==> config.mk <==
export PLATFORM = sky130hd
export DESIGN_NAME = formula_cex_scanner_flat
export DESIGN_NICKNAME = d
export VERILOG_FILES = /design/src/rtl/formula_cex_scanner_pkg.sv /design/src/rtl/formula_cex_scanner_if.sv /design/src/rtl/formula_cex_scanner_scan_vec_gen.sv /design/src/rtl/formula_cex_scanner.sv /design/src/flat_wrapper.sv
export SDC_FILE = /design/constraint.sdc
export NUM_CORES = 1
export LEC_CHECK = 0
export CAP_MARGIN = 20
export CORE_MARGIN = 2
export CORE_UTILIZATION = 52
export CTS_CLUSTER_SIZE = 12
export DETAILED_ROUTE_END_ITERATION = 12
export GPL_TIMING_DRIVEN = 1
export PLACE_DENSITY = 0.82
export SLEW_MARGIN = 20
export SYNTH_ARGS = -nofsm -noshare
export SYNTH_HDL_FRONTEND = slang
export SYNTH_SLANG_ARGS = --single-unit
==> constraint.sdc <==
create_clock -name clk -period 3.93 [get_ports clk]
set_input_delay 0.786 -clock clk [delete_from_list [all_inputs] [get_ports clk]]
set_output_delay 0.786 -clock clk [all_outputs]
set_load 0.02 [all_outputs]
==> src/rtl/formula_cex_scanner_pkg.sv <==
// Shared types and LFSR tap masks for the formula counterexample scanner.
package formula_scan_pkg;

  typedef enum logic [1:0] {
    ST_IDLE = 2'd0,
    ST_RUN  = 2'd1,
    ST_DONE = 2'd2
  } scan_state_e;

  // Right-shifting Galois masks: polynomial term x^e maps to bit e-1.
  localparam logic [54:0] LFSR_TAPS_55 = 55'h40000000800000;  // x^55+x^24+1
  localparam logic [15:0] LFSR_TAPS_16 = 16'hB400;            // x^16+x^14+x^13+x^11+1
  localparam logic [7:0]  LFSR_TAPS_8  = 8'hB8;               // x^8+x^6+x^5+x^4+1

  // Returns zero for unsupported widths; the top turns that into an elaboration error.
  function automatic logic [63:0] lfsr_taps(input int n);
    case (n)
      8:       return {56'd0, LFSR_TAPS_8};
      16:      return {48'd0, LFSR_TAPS_16};
      55:      return {9'd0, LFSR_TAPS_55};
      default: return 64'd0;
    endcase
  endfunction

endpackage

==> src/rtl/formula_cex_scanner_if.sv <==
// Control/result bundle between the scanner and whoever drives it, plus the formula vector/result pair.
interface formula_cex_scanner_if #(
  parameter int N_IN  = 55,
  parameter int CNT_W = 32
);
  import formula_scan_pkg::*;

  // start is a one-cycle request pulse with no ready: it is taken only when the
  // scanner is idle or done (busy=0) and silently dropped while busy=1. The
  // scan parameters are sampled on the same edge as start.
  logic             start;
  logic             mode;
  logic             stop_on_fail;
  logic [N_IN-1:0]  seed;
  logic [CNT_W-1:0] max_vec;
  logic [N_IN-1:0]  vec_o;
  logic             res_i;
  logic             busy;
  logic             done;
  logic             fail;
  logic [N_IN-1:0]  cex;
  logic [CNT_W-1:0] vec_count;
  logic [CNT_W-1:0] fail_count;
  scan_state_e      dbg_state;

  modport slave (
    input  start, mode, stop_on_fail, seed, max_vec, res_i,
    output vec_o, busy, done, fail, cex, vec_count, fail_count, dbg_state
  );

  modport master (
    output start, mode, stop_on_fail, seed, max_vec, res_i,
    input  vec_o, busy, done, fail, cex, vec_count, fail_count, dbg_state
  );

endinterface

==> src/rtl/formula_cex_scanner_scan_vec_gen.sv <==
// Combinational next-vector step: binary increment or one Galois LFSR shift, plus all-ones detect.
module scan_vec_gen #(
  parameter int              N_IN = 55,
  parameter logic [N_IN-1:0] TAPS = '0
) (
  input  logic [N_IN-1:0] i_vec,
  input  logic            i_mode,
  output logic [N_IN-1:0] o_next,
  output logic            o_all_ones
);

  always_comb begin
    o_next = '0;
    if (i_mode) begin
      o_next = (i_vec >> 1) ^ (i_vec[0] ? TAPS : '0);
    end else begin
      o_next = i_vec + N_IN'(1);
    end
  end

  assign o_all_ones = &i_vec;

endmodule

==> src/rtl/formula_cex_scanner.sv <==
// Drives input vectors into a combinational formula, one per cycle, and collects pass/fail statistics.
module formula_cex_scanner
  import formula_scan_pkg::*;
#(
  parameter int N_IN  = 55,
  parameter int CNT_W = 32
) (
  input logic                  clk,
  input logic                  rst_n,
  formula_cex_scanner_if.slave bus
);

  localparam logic [N_IN-1:0] TAPS = N_IN'(lfsr_taps(N_IN));

  if (lfsr_taps(N_IN) == 64'd0) begin : g_bad_width
    $error("formula_cex_scanner: N_IN must be 8, 16 or 55");
  end

  scan_state_e      r_state;
  logic             r_busy;
  logic             r_done;
  logic             r_fail;
  logic             r_mode;
  logic             r_sof;
  logic [N_IN-1:0]  r_vec;
  logic [N_IN-1:0]  r_cex;
  logic [CNT_W-1:0] r_max;
  logic [CNT_W-1:0] r_vc;
  logic [CNT_W-1:0] r_fc;

  logic [N_IN-1:0]  w_next;
  logic             w_all_ones;
  logic [CNT_W-1:0] w_vc_inc;
  logic             w_term;

  scan_vec_gen #(.N_IN(N_IN), .TAPS(TAPS)) u_vec_gen (
    .i_vec      (r_vec),
    .i_mode     (r_mode),
    .o_next     (w_next),
    .o_all_ones (w_all_ones)
  );

  assign w_vc_inc = r_vc + CNT_W'(1);
  // The count compare uses the incremented value so a K-vector scan stops on the K-th edge.
  assign w_term   = (!bus.res_i && r_sof) || (w_vc_inc == r_max) || (!r_mode && w_all_ones);

  always_ff @(posedge clk or negedge rst_n) begin
    if (!rst_n) begin
      r_state <= ST_IDLE;
      r_busy  <= 1'b0;
      r_done  <= 1'b0;
      r_fail  <= 1'b0;
      r_mode  <= 1'b0;
      r_sof   <= 1'b0;
      r_vec   <= '0;
      r_cex   <= '0;
      r_max   <= '0;
      r_vc    <= '0;
      r_fc    <= '0;
    end else begin
      case (r_state)
        ST_IDLE, ST_DONE: begin
          if (bus.start) begin
            r_mode <= bus.mode;
            r_sof  <= bus.stop_on_fail;
            r_max  <= bus.max_vec;
            r_fail <= 1'b0;
            r_cex  <= '0;
            r_vc   <= '0;
            r_fc   <= '0;
            // An all-zero LFSR state would lock up, so it is nudged to 1.
            r_vec  <= (bus.mode && (bus.seed == '0)) ? N_IN'(1) : bus.seed;
            if (bus.max_vec == '0) begin
              r_state <= ST_DONE;
              r_busy  <= 1'b0;
              r_done  <= 1'b1;
            end else begin
              r_state <= ST_RUN;
              r_busy  <= 1'b1;
              r_done  <= 1'b0;
            end
          end
        end
        ST_RUN: begin
          r_vc <= w_vc_inc;
          if (!bus.res_i) begin
            if (r_fc != '1) r_fc <= r_fc + CNT_W'(1);
            if (!r_fail) begin
              r_fail <= 1'b1;
              r_cex  <= r_vec;
            end
          end
          if (w_term) begin
            r_state <= ST_DONE;
            r_busy  <= 1'b0;
            r_done  <= 1'b1;
          end else begin
            r_vec <= w_next;
          end
        end
        default: begin
          r_state <= ST_IDLE;
          r_busy  <= 1'b0;
          r_done  <= 1'b0;
        end
      endcase
    end
  end

  assign bus.vec_o      = r_vec;
  assign bus.busy       = r_busy;
  assign bus.done       = r_done;
  assign bus.fail       = r_fail;
  assign bus.cex        = r_cex;
  assign bus.vec_count  = r_vc;
  assign bus.fail_count = r_fc;
  assign bus.dbg_state  = r_state;

endmodule

==> src/flat_wrapper.sv <==
// flat-port wrapper written by rule: the top's interface ports become plain ports
module formula_cex_scanner_flat import formula_scan_pkg::*;
#(
  parameter int N_IN  = 55,
  parameter int CNT_W = 32
)
  (clk, rst_n, bus_start, bus_mode, bus_stop_on_fail, bus_seed, bus_max_vec, bus_res_i, bus_vec_o, bus_busy, bus_done, bus_fail, bus_cex, bus_vec_count, bus_fail_count, bus_dbg_state);
  formula_cex_scanner_if #(.N_IN(N_IN), .CNT_W(CNT_W)) bus_i ();
  input logic clk;
  input logic rst_n;
  input wire logic [$bits(bus_i.start)-1:0] bus_start;
  input wire logic [$bits(bus_i.mode)-1:0] bus_mode;
  input wire logic [$bits(bus_i.stop_on_fail)-1:0] bus_stop_on_fail;
  input wire logic [$bits(bus_i.seed)-1:0] bus_seed;
  input wire logic [$bits(bus_i.max_vec)-1:0] bus_max_vec;
  input wire logic [$bits(bus_i.res_i)-1:0] bus_res_i;
  output wire logic [$bits(bus_i.vec_o)-1:0] bus_vec_o;
  output wire logic [$bits(bus_i.busy)-1:0] bus_busy;
  output wire logic [$bits(bus_i.done)-1:0] bus_done;
  output wire logic [$bits(bus_i.fail)-1:0] bus_fail;
  output wire logic [$bits(bus_i.cex)-1:0] bus_cex;
  output wire logic [$bits(bus_i.vec_count)-1:0] bus_vec_count;
  output wire logic [$bits(bus_i.fail_count)-1:0] bus_fail_count;
  output wire logic [$bits(bus_i.dbg_state)-1:0] bus_dbg_state;
  assign bus_i.start = bus_start;
  assign bus_i.mode = bus_mode;
  assign bus_i.stop_on_fail = bus_stop_on_fail;
  assign bus_i.seed = bus_seed;
  assign bus_i.max_vec = bus_max_vec;
  assign bus_i.res_i = bus_res_i;
  assign bus_vec_o = bus_i.vec_o;
  assign bus_busy = bus_i.busy;
  assign bus_done = bus_i.done;
  assign bus_fail = bus_i.fail;
  assign bus_cex = bus_i.cex;
  assign bus_vec_count = bus_i.vec_count;
  assign bus_fail_count = bus_i.fail_count;
  assign bus_dbg_state = bus_i.dbg_state;
  formula_cex_scanner #(.N_IN(N_IN), .CNT_W(CNT_W)) u_core (.clk(clk), .rst_n(rst_n), .bus(bus_i));
endmodule
==> results of run 1 <==
==> layer usage <==
layer	track usage, %	vias to the layer above	share of wire (%)
met5	0	-	0
met4	12.4	0	3.7
met3	5.84	105	7.6
met2	47.6	544	45
met1	43.8	5726	43
li1	-	5505	-
==> sequential cells by signal (all words and copies together), names as in the netlist <==
| register | flops |
|---|---|
| u_core.bus.dbg_state | 2 |
| u_core.bus.fail_count | 32 |
| u_core.bus.vec_count | 32 |
| u_core.bus.fail | 1 |
| u_core.r_mode | 1 |
| u_core.r_max | 32 |
| u_core.bus.vec_o | 55 |
| u_core.r_sof | 1 |
| u_core.bus.cex | 55 |
==> kinds of logic (layout without fill, tap and decap cells) <==
logic type	after synthesis	in the layout
adders and majority gates	3	3
other	0	2
buffers and inverters	113	371
AOI/OAI and AO/OA	317	317
and+or+nand+nor	587	587
DFF	211	211
xor gates and xnor gates	95	95
muxes	62	62
==> per-stage QoR <==
| step | utilization [%] | setup slack [ns] | hold slack (ns) |
|---|---|---|---|
| 4_1_cts | 69.1 | 0.270 | 0.225 |
| 3_3_place_gp | 65.8 | 0.399 | 0.463 |
| 5_1_grt | 69.1 | 0.0298 | 0.250 |
| 3_5_place_dp | 65.8 | 0.292 | 0.478 |
| 2_1_floorplan | - | 0.486 | 0.463 |
| 6_report | 69.2 | 0.234 | 0.208 |
==> worst max-delay path, stage by stage, from the launching register on <==
cell and delay (ns):
dfrtp_1 0.47, ha_1 0.33, nand4_1 0.19, or4_1 0.63, or3_1 0.44, o211ai_1 0.09
nor4_1 0.10, and4_4 0.22, o21ai_4 0.47, buf_12 0.26, mux2_2 0.36
==> path summary, 6_finish.rpt <==
| kind | to | slack, ns | from | cells past startpoint |
|---|---|---|---|---|
| max in group asynchronous | u_core.r_mode | 2.75 | rst_n | 2 |
| hold / removal | u_core.bus.fail_count[17] | 0.21 | rst_n | 1 |
| min in group clk | u_core.bus.cex[54] | 0.49 | u_core.bus.cex[54] | 2 |
| setup reg to reg | u_core.bus.vec_o[14] | 0.23 | u_core.bus.vec_count[0] | 10 |
| setup / recovery | u_core.bus.vec_o[14] | 0.23 | u_core.bus.vec_count[0] | 10 |
| hold reg to reg | u_core.bus.cex[54] | 0.49 | u_core.bus.cex[54] | 2 |
==> cell type report <==
type | count | area [sq um] | area share [%]
tap | 319 | 399 | 2.48
antenna | 2 | 5.00 | 0.0311
timing repair buffer | 307 | 3030 | 18.8
sequential | 211 | 5280 | 32.8
inverter | 21 | 78.8 | 0.490
clock buffer | 36 | 687 | 4.27
clock inverter | 7 | 91.3 | 0.568
multi-input combinational | 1064 | 6520 | 40.5
==> power breakdown <==
| part | switching, mW | internal [mW] | leakage [nW] |
|---|---|---|---|
| Combinational | 3.18 | 2.69 | 3.55 |
| Sequential | 0.946 | 2.93 | 2.75 |
| Clock | 0.919 | 1.34 | 0.377 |
==> cells in the final DEF, fill, tap and decap left out, types with 11 or more instances in the layout <==
master           netlist  layout
nand2_1              221     221
xor2_1                47      47
a211oi_1              11      11
dfrtp_1              211     210
and4_1                17      17
clkbuf_16              0      25
nor3_1                19      18
nor4_1                45      44
mux2_2                36      36
a21oi_1               63      63
o21ai_0              116     116
o31ai_1               13      13
inv_1                 21      21
and3_1                42      42
nor2_1                96      96
clkdlybuf4s50_1        0     270
nand4_1               34      34
mux2i_1               16      16
buf_4                  5      33
or3_1                 16      16
nand3_1               57      57
a22o_1                57      57
xnor2_1               48      48
==> flow_summary.toml, run 1 <==
[power]
power_density_nw_per_um2 = 746
total_leakage_power_nw = 6.68
ir_drop_mv = 0.530
power_mw = 12.0

[grt]
grt_pass1_vias = 11602
grt_usage_pct = 31.1
antenna_found_initial = 0
grt.overflow.total = 0
grt_max_degree = 104
grt_pass1_wl_um = 61900

[floorplan]
die_w_um = 157
core_area_sq_um = 23300
die_area_sq_um = 24700
start_util_pct = 52.5
rows = 56
top_level_ports = 272
die_h_um = 157

[clock_network]
cts_made_buffers = 24
clock_sinks = 211
clkTransAtPathRegs_ns = 0.06
clock_latency_ns = 0.53
cts.path.max_buffers = 3
cts_hold_buf = 0
cts_tree = "yes"
h-tree-depth = 1
cts-root-buf = "clkbuf_16"
postCtsSetupBuffers = 0
cts_resized = 0

[routing]
postRouteAntennaNets = 0
via_count = 11880
drtIter0Drc = 936
wl_per_cell_um = 19.7
firstDrtPassIters = 7
viasPerCell = 6.04
wirelength_um = 38800
drc = 0

[synth]
yosysMostFrequentCell = "nand2_1"
synth-compound-area-share_pct = 16.5
synthMuxAreaShare_pct = 5.86
synth_top_family_by_area = "simple AND/OR/NAND/NOR gates"
synth-edff-count = 0
synthTopCellsByArea = "dfrtp_1 (43%), nand2_1 (6.8%), o21ai_0 (4.8%), a22o_1 (4.1%), xnor2_1 (3.4%)"
async_flop_share_pct = 100
synth_top_cell_area_share_pct = 43.2
synthAdderAreaFrac_pct = 0.307
synth_simple_gate_area_share_pct = 23.5
avgSynthCellArea_sq_um = 8.81
synth-xor-area-share_pct = 6.81
syn-cell-area_sq_um = 12200
synthFlopType = "dfrtp_1"
synth_seq_cells = 211
synth_common_cells = "nand2_1 (221), dfrtp_1 (211), o21ai_0 (116), nor2_1 (96), clkbuf_1 (73)"
synth_nets = 1484
ys_seq_area_share_pct = 43.2
ys_warn_count = 0
synth_area_leader_cell = "dfrtp_1"
syn_inst = 1388
synth_cell_types = 63

[setup_path]
crit_path_end_kind = "flip-flop"
critical_path.startpoint_type = "flip-flop"
path_class = "flip-flop to flip-flop"
crit_fanout = 24
cp.required_ns = 4.34
critical_path_arrival_ns = 4.10

[sta]
finalSetupTns_ns = 0
finalCritPeriodShare_pct = 94.0
rsz0062_at_grt = "false"
setup_violations = 0
tightest_slew_ns = 0.900
slew_viol_final = 0
fin_crit_ns = 3.70
slew_headroom_pct = 39.4
fmax_mhz = 271
final-hold-violation-count = 0
skew_ns = 0.0144

[worst_hold_path]
holdCritPathClass = "input pin to async pin"

[finish]
nFillCells = 1845
nNetsFinal = 1725
instances_no_fill = 1967
area_growth_pct = 31.6
final_area_sq_um = 16100
drive_gt1_share_pct = 8.20

[placement]
globalplace.congestion = 0.931
port_buffers = 271
place_hpwl_um = 26700
post_dp_cell_area_sq_um = 15300
dp_cells = 1922

[outcome]
status = "complete, no violations"

[job]
maxCapViolations = 0
Power figures use the tool's default switching activity.
==> run 2: changes to the inputs <==
- CORE_ASPECT_RATIO: unset -> 1.75
- TNS_END_PERCENT: unset -> 30
==> run 2 against run 1 <==
Via count grew 2.3%. Core utilization shrank 0.40 points. Maximum frequency grew 0.71%. Clock-buffer cell count shrank 4. Flip-flop and latch count is the same. Power shrank 1.2%. Hold slack gained 0.15 ns. Worst setup slack gained 0.026 ns. Die area grew 0.20%. Largest cell class unchanged.
==> flow_summary.toml, run 2 (synthesized netlist as in run 1, its figures left out) <==
[power]
seqPwrFrac_pct = 33.8
swShare_pct = 43.1
ir_drop_mv = 0.666
p_sw_mw = 5.11
power_frac_comb_pct = 49.1
total_leakage_power_nw = 6.65
p_int_mw = 6.75
power_density_nw_per_um2 = 742
clock_power_share_pct = 17.1

[routing]
drc = 0
via_count = 12152
wirelength_um = 42800
drtIter0Drc = 1065
firstDrtPassIters = 5
viasPerCell = 6.25
postRouteAntennaNets = 0
wl_per_cell_um = 22.0

[floorplan]
top_level_ports = 272
die_h_um = 207
die_area_sq_um = 24800
start_util_pct = 52.6
rows = 74
die_w_um = 120
core_area_sq_um = 23200

[clock_network]
h-tree-depth = 1
clkTransAtPathRegs_ns = 0.07
clock_sinks = 211
cts-root-buf = "clkbuf_16"
cts_resized = 0
cts_made_buffers = 22
cts_tree = "yes"
cts_hold_buf = 0
clock_latency_ns = 0.52
cts.path.max_buffers = 3
postCtsSetupBuffers = 0

[sta]
slew_viol_final = 0
finalCritPeriodShare_pct = 93.4
tightest_slew_ns = 0.878
fin_ws_ns = 0.260
rsz0062_at_grt = "false"
skew_ns = 0.0100
finalSetupTns_ns = 0
fmax_mhz = 273
fin_crit_ns = 3.67
hold_ws_ns = 0.360
slew_headroom_pct = 41.5
final-hold-violation-count = 0
setup_violations = 0

[finish]
drive_gt1_share_pct = 8.12
layout_common_cells = "clkdlybuf4s50_1 (270), nand2_1 (221), dfrtp_1 (210)"
instances_no_fill = 1944
nFillCells = 1854
area_growth_pct = 30.7
mostFrequentLayoutCell = "clkdlybuf4s50_1"
nNetsFinal = 1725

[setup_path]
r2r_slack_ns = 0.26
critPathLaunch = "u_core.bus.vec_count[21]"
path_class = "flip-flop to flip-flop"
r2r-end = "u_core.bus.vec_o[34]"
worst_path_max_delay_cell = "nor4_1"
crit_end = "u_core.bus.vec_o[34]"
slowest_delay_ns = 0.82
crit_path_end_kind = "flip-flop"
r2r_start = "u_core.bus.vec_count[21]"
cp.required_ns = 4.33
crit_fanout = 49
path_cells = "nand3_1, nor4_1, and3_1, o22ai_1, nor4_1, and4_4, o21ai_4, buf_12, mux2_4"
reg2reg_depth = 9
critical_path_arrival_ns = 4.07
crit_top_cell = "nor4_1"
critical_path.startpoint_type = "flip-flop"

[placement]
port_buffers = 271
globalplace.congestion = 0.969
dp_cells = 1909
preCtsSetupSlack_ns = 0.410
place_hpwl_um = 30900

[outcome]
status = "complete, no violations"

[job]
maxCapViolations = 0

[grt]
grt_usage_pct = 34.0
grt_max_degree = 106
antenna_found_initial = 2
grt.overflow.total = 0
grt_pass1_vias = 12255
grt_pass1_wl_um = 66000

[worst_hold_path]
holdCritPathClass = "input pin to async pin"
-- run 2: per-layer routing --
layer / vias to the layer above / wire length [um] / global-route usage (%)
met2: 632 / 22500 / 62.1
met3: 157 / 2950 / 5.41
met4: 2 / 2760 / 21.5
met1: 5868 / 14600 / 36.2
met5: - / 13 / 0
li1: 5493 / - / -
-- run 2: layout make-up --
type,count,area (sq um),area share [%]
clock inverters,1,5.00,0.0313
inverters,21,78.8,0.493
repair buffers,309,3040,19.0
clock buffers,32,669,4.19
flip-flops and latches,211,5280,33.1
well taps,304,380,2.38
diodes,2,5.00,0.0313
multi-input cells,1064,6520,40.8
-- run 2: worst min-delay path by stage --
stage	end	slack [ns]	depth (start not counted)
4_1_cts	u_core.bus.cex[35]	0.40	1
3_5_place_dp	u_core.bus.cex[54]	0.48	2
6_report	u_core.bus.cex[35]	0.36	1
2_1_floorplan	u_core.r_max[6]	0.46	2
5_1_grt	u_core.bus.cex[35]	0.45	1
3_3_place_gp	u_core.bus.cex[54]	0.46	2
-- run 2: stage by stage --
step	cell area [sq um]	power [mW]	util, %
floorplan	12200	7.32	-
global placement	15300	9.64	65.8
detailed placement	15300	9.76	65.8
CTS	16000	11.8	68.7
global route	16000	12.5	68.7
finish	16000	11.9	68.8
-- run 2: critical path, delay by kind of cell, from the launching register on --
family,cells,cell delay [ns]
buf+inv,1,0.19
simple gates,5,2.31
flops,1,0.47
mux,1,0.33
compound gates,2,0.18
-- run 2: power groups by stage --
stage	logic, mW	clock network [mW]	registers [mW]
finish	5.83	2.02	4.01
global route	6.26	2.14	4.12
CTS	5.81	2.06	3.98
detailed placement	5.77	0	3.99
global placement	5.66	0	3.98
floorplan	3.01	0	4.31
==> run 3: changes to the inputs <==
- GPL_TIMING_DRIVEN: 1 -> 0
==> run 3 against run 2 <==
Highest routed layer unchanged. Design area up 0.77%. Critical endpoint is now u_core.bus.vec_o[33]. Clock-buffer cell count increased by 1. Cell count up 2.9%. Combinational power rose by 9.1%. Core utilization up 0.53 points. Via count rose by 3.5%. Maximum frequency fell by 4.0%. First-iteration DRC count down 12%.
==> flow_summary.toml, run 3 (synthesized netlist as in run 1, its figures left out) <==
[placement]
dp_cells = 1966
post_dp_cell_area_sq_um = 15400
port_buffers = 271
globalplace.congestion = 1.01
preCtsSetupSlack_ns = -0.511
place_hpwl_um = 35800

[sta]
slew_headroom_pct = 26.7
setup_violations = 0
final-hold-violation-count = 0
fin_crit_ns = 3.82
skew_ns = 0.0133
rsz0062_at_grt = "false"
finalCritPeriodShare_pct = 97.3
tightest_slew_ns = 1.09
fin_ws_ns = 0.107
slew_viol_final = 0
fmax_mhz = 262

[clock_network]
cts_tree = "yes"
h-tree-depth = 1
cts_made_buffers = 22
cts-root-buf = "clkbuf_16"
clock_sinks = 211
cts_hold_buf = 0
cts.path.max_buffers = 3
clkTransAtPathRegs_ns = 0.06
clock_latency_ns = 0.53

[routing]
firstDrtPassIters = 7
postRouteAntennaNets = 0
wirelength_um = 47000
wl_per_cell_um = 23.5
via_count = 12578
drc = 0
drtIter0Drc = 932
viasPerCell = 6.29

[outcome]
status = "complete, no violations"

[finish]
drive_gt1_share_pct = 6.84
layout_common_cells = "clkdlybuf4s50_1 (270), nand2_1 (221), dfrtp_1 (209)"
antenna_cells = 0
mostFrequentLayoutCell = "clkdlybuf4s50_1"
final_area_sq_um = 16100
instances_no_fill = 2001
nNetsFinal = 1782
nFillCells = 1890
area_growth_pct = 31.7

[grt]
grt_max_degree = 94
grt_pass1_vias = 12557
grt.overflow.total = 0
grt_usage_pct = 37.5
antenna_found_initial = 1
grt_pass1_wl_um = 71100

[job]
maxCapViolations = 0

[power]
seqPwrFrac_pct = 32.0
ir_drop_mv = 0.691
power_density_nw_per_um2 = 761
swShare_pct = 45.1
p_int_mw = 6.72
clock_power_share_pct = 16.1
p_sw_mw = 5.53
power_frac_comb_pct = 51.9
total_leakage_power_nw = 6.62
power_mw = 12.3

[floorplan]
die_w_um = 120
core_area_sq_um = 23200
die_area_sq_um = 24800
start_util_pct = 52.6
rows = 74
die_h_um = 207
top_level_ports = 272

[setup_path]
critical_path.startpoint_type = "flip-flop"
crit_fanout = 10
critical_path_arrival_ns = 4.23
path_class = "flip-flop to flip-flop"
cp.required_ns = 4.34
crit_path_end_kind = "flip-flop"

[worst_hold_path]
holdCritPathClass = "input pin to async pin"
-- run 3: changes by cell type in the layout (fill, tap and decap cells not counted), sizes merged --
cell    previous run  this run
buf               38        25
clkinv             1         2
clkbuf            33       104
diode              2         0
-- run 3: critical path, stage by stage, from the launching register on --
cell	delay [ns]
dfrtp_1	0.49
nand3_1	0.28
nor4_1	0.79
and4_1	0.32
o22ai_1	0.16
nor4_2	0.53
and4_4	0.35
o21ai_2	0.12
buf_6	0.18
buf_6	0.17
mux2_4	0.31
-- run 3: metrics by stage --
step / util [%] / setup TNS, ns / hold slack [ns]
3_3_place_gp: 65.9 / -1460.70 / 0.471
4_1_cts: 69.1 / 0 / 0.170
5_1_grt: 69.3 / 0 / 0.185
6_report: 69.3 / 0 / 0.161
3_5_place_dp: 66.2 / -16.02 / 0.483
2_1_floorplan: - / 0 / 0.463
-- run 3: worst paths after layout --
path | cells past startpoint | slack, ns | end | from
worst max register to register | 10 | 0.11 | u_core.bus.vec_o[33] | u_core.bus.vec_count[4]
max in group asynchronous | 3 | 2.59 | u_core.r_max[30] | rst_n
min in group clk | 2 | 0.50 | u_core.r_max[1] | u_core.r_max[1]
worst min register to register | 2 | 0.50 | u_core.r_max[1] | u_core.r_max[1]
worst max-delay path | 10 | 0.11 | u_core.bus.vec_o[33] | u_core.bus.vec_count[4]
worst min-delay path | 1 | 0.16 | u_core.bus.cex[35] | rst_n
-- run 3: metal layers --
layer	wire length [um]	global-route usage, %
met5	11	0
met4	3520	25.6
met3	3320	6.46
met2	24700	69.0
met1	15500	38.6
-- run 3: repair_timing --
item	CTS	global route
pin swaps	1	0
gates resized for setup	5	8
setup buffers	2	0
setup endpoints to repair	56	52
-- run 3: cell type report --
cell class | instances | area (sq um) | share of cell area [%]
inverter | 21 | 78.8 | 0.490
multi-input combinational | 1064 | 6550 | 40.7
tap | 304 | 380 | 2.36
timing repair buffer | 276 | 2800 | 17.4
buffer | 90 | 382 | 2.37
clock buffer | 33 | 623 | 3.87
sequential | 211 | 5280 | 32.8
clock inverter | 2 | 10.0 | 0.0622
-- run 3: power groups by stage --
stage          Combinational [mW]  Sequential, mW  Clock, mW
2_1_floorplan                3.01            4.31          0
4_1_cts                      6.28            3.87       1.98
5_1_grt                      6.76            3.99       2.06
3_3_place_gp                 6.09            3.87          0
3_5_place_dp                 6.22            3.88          0
6_report                     6.36            3.92       1.97
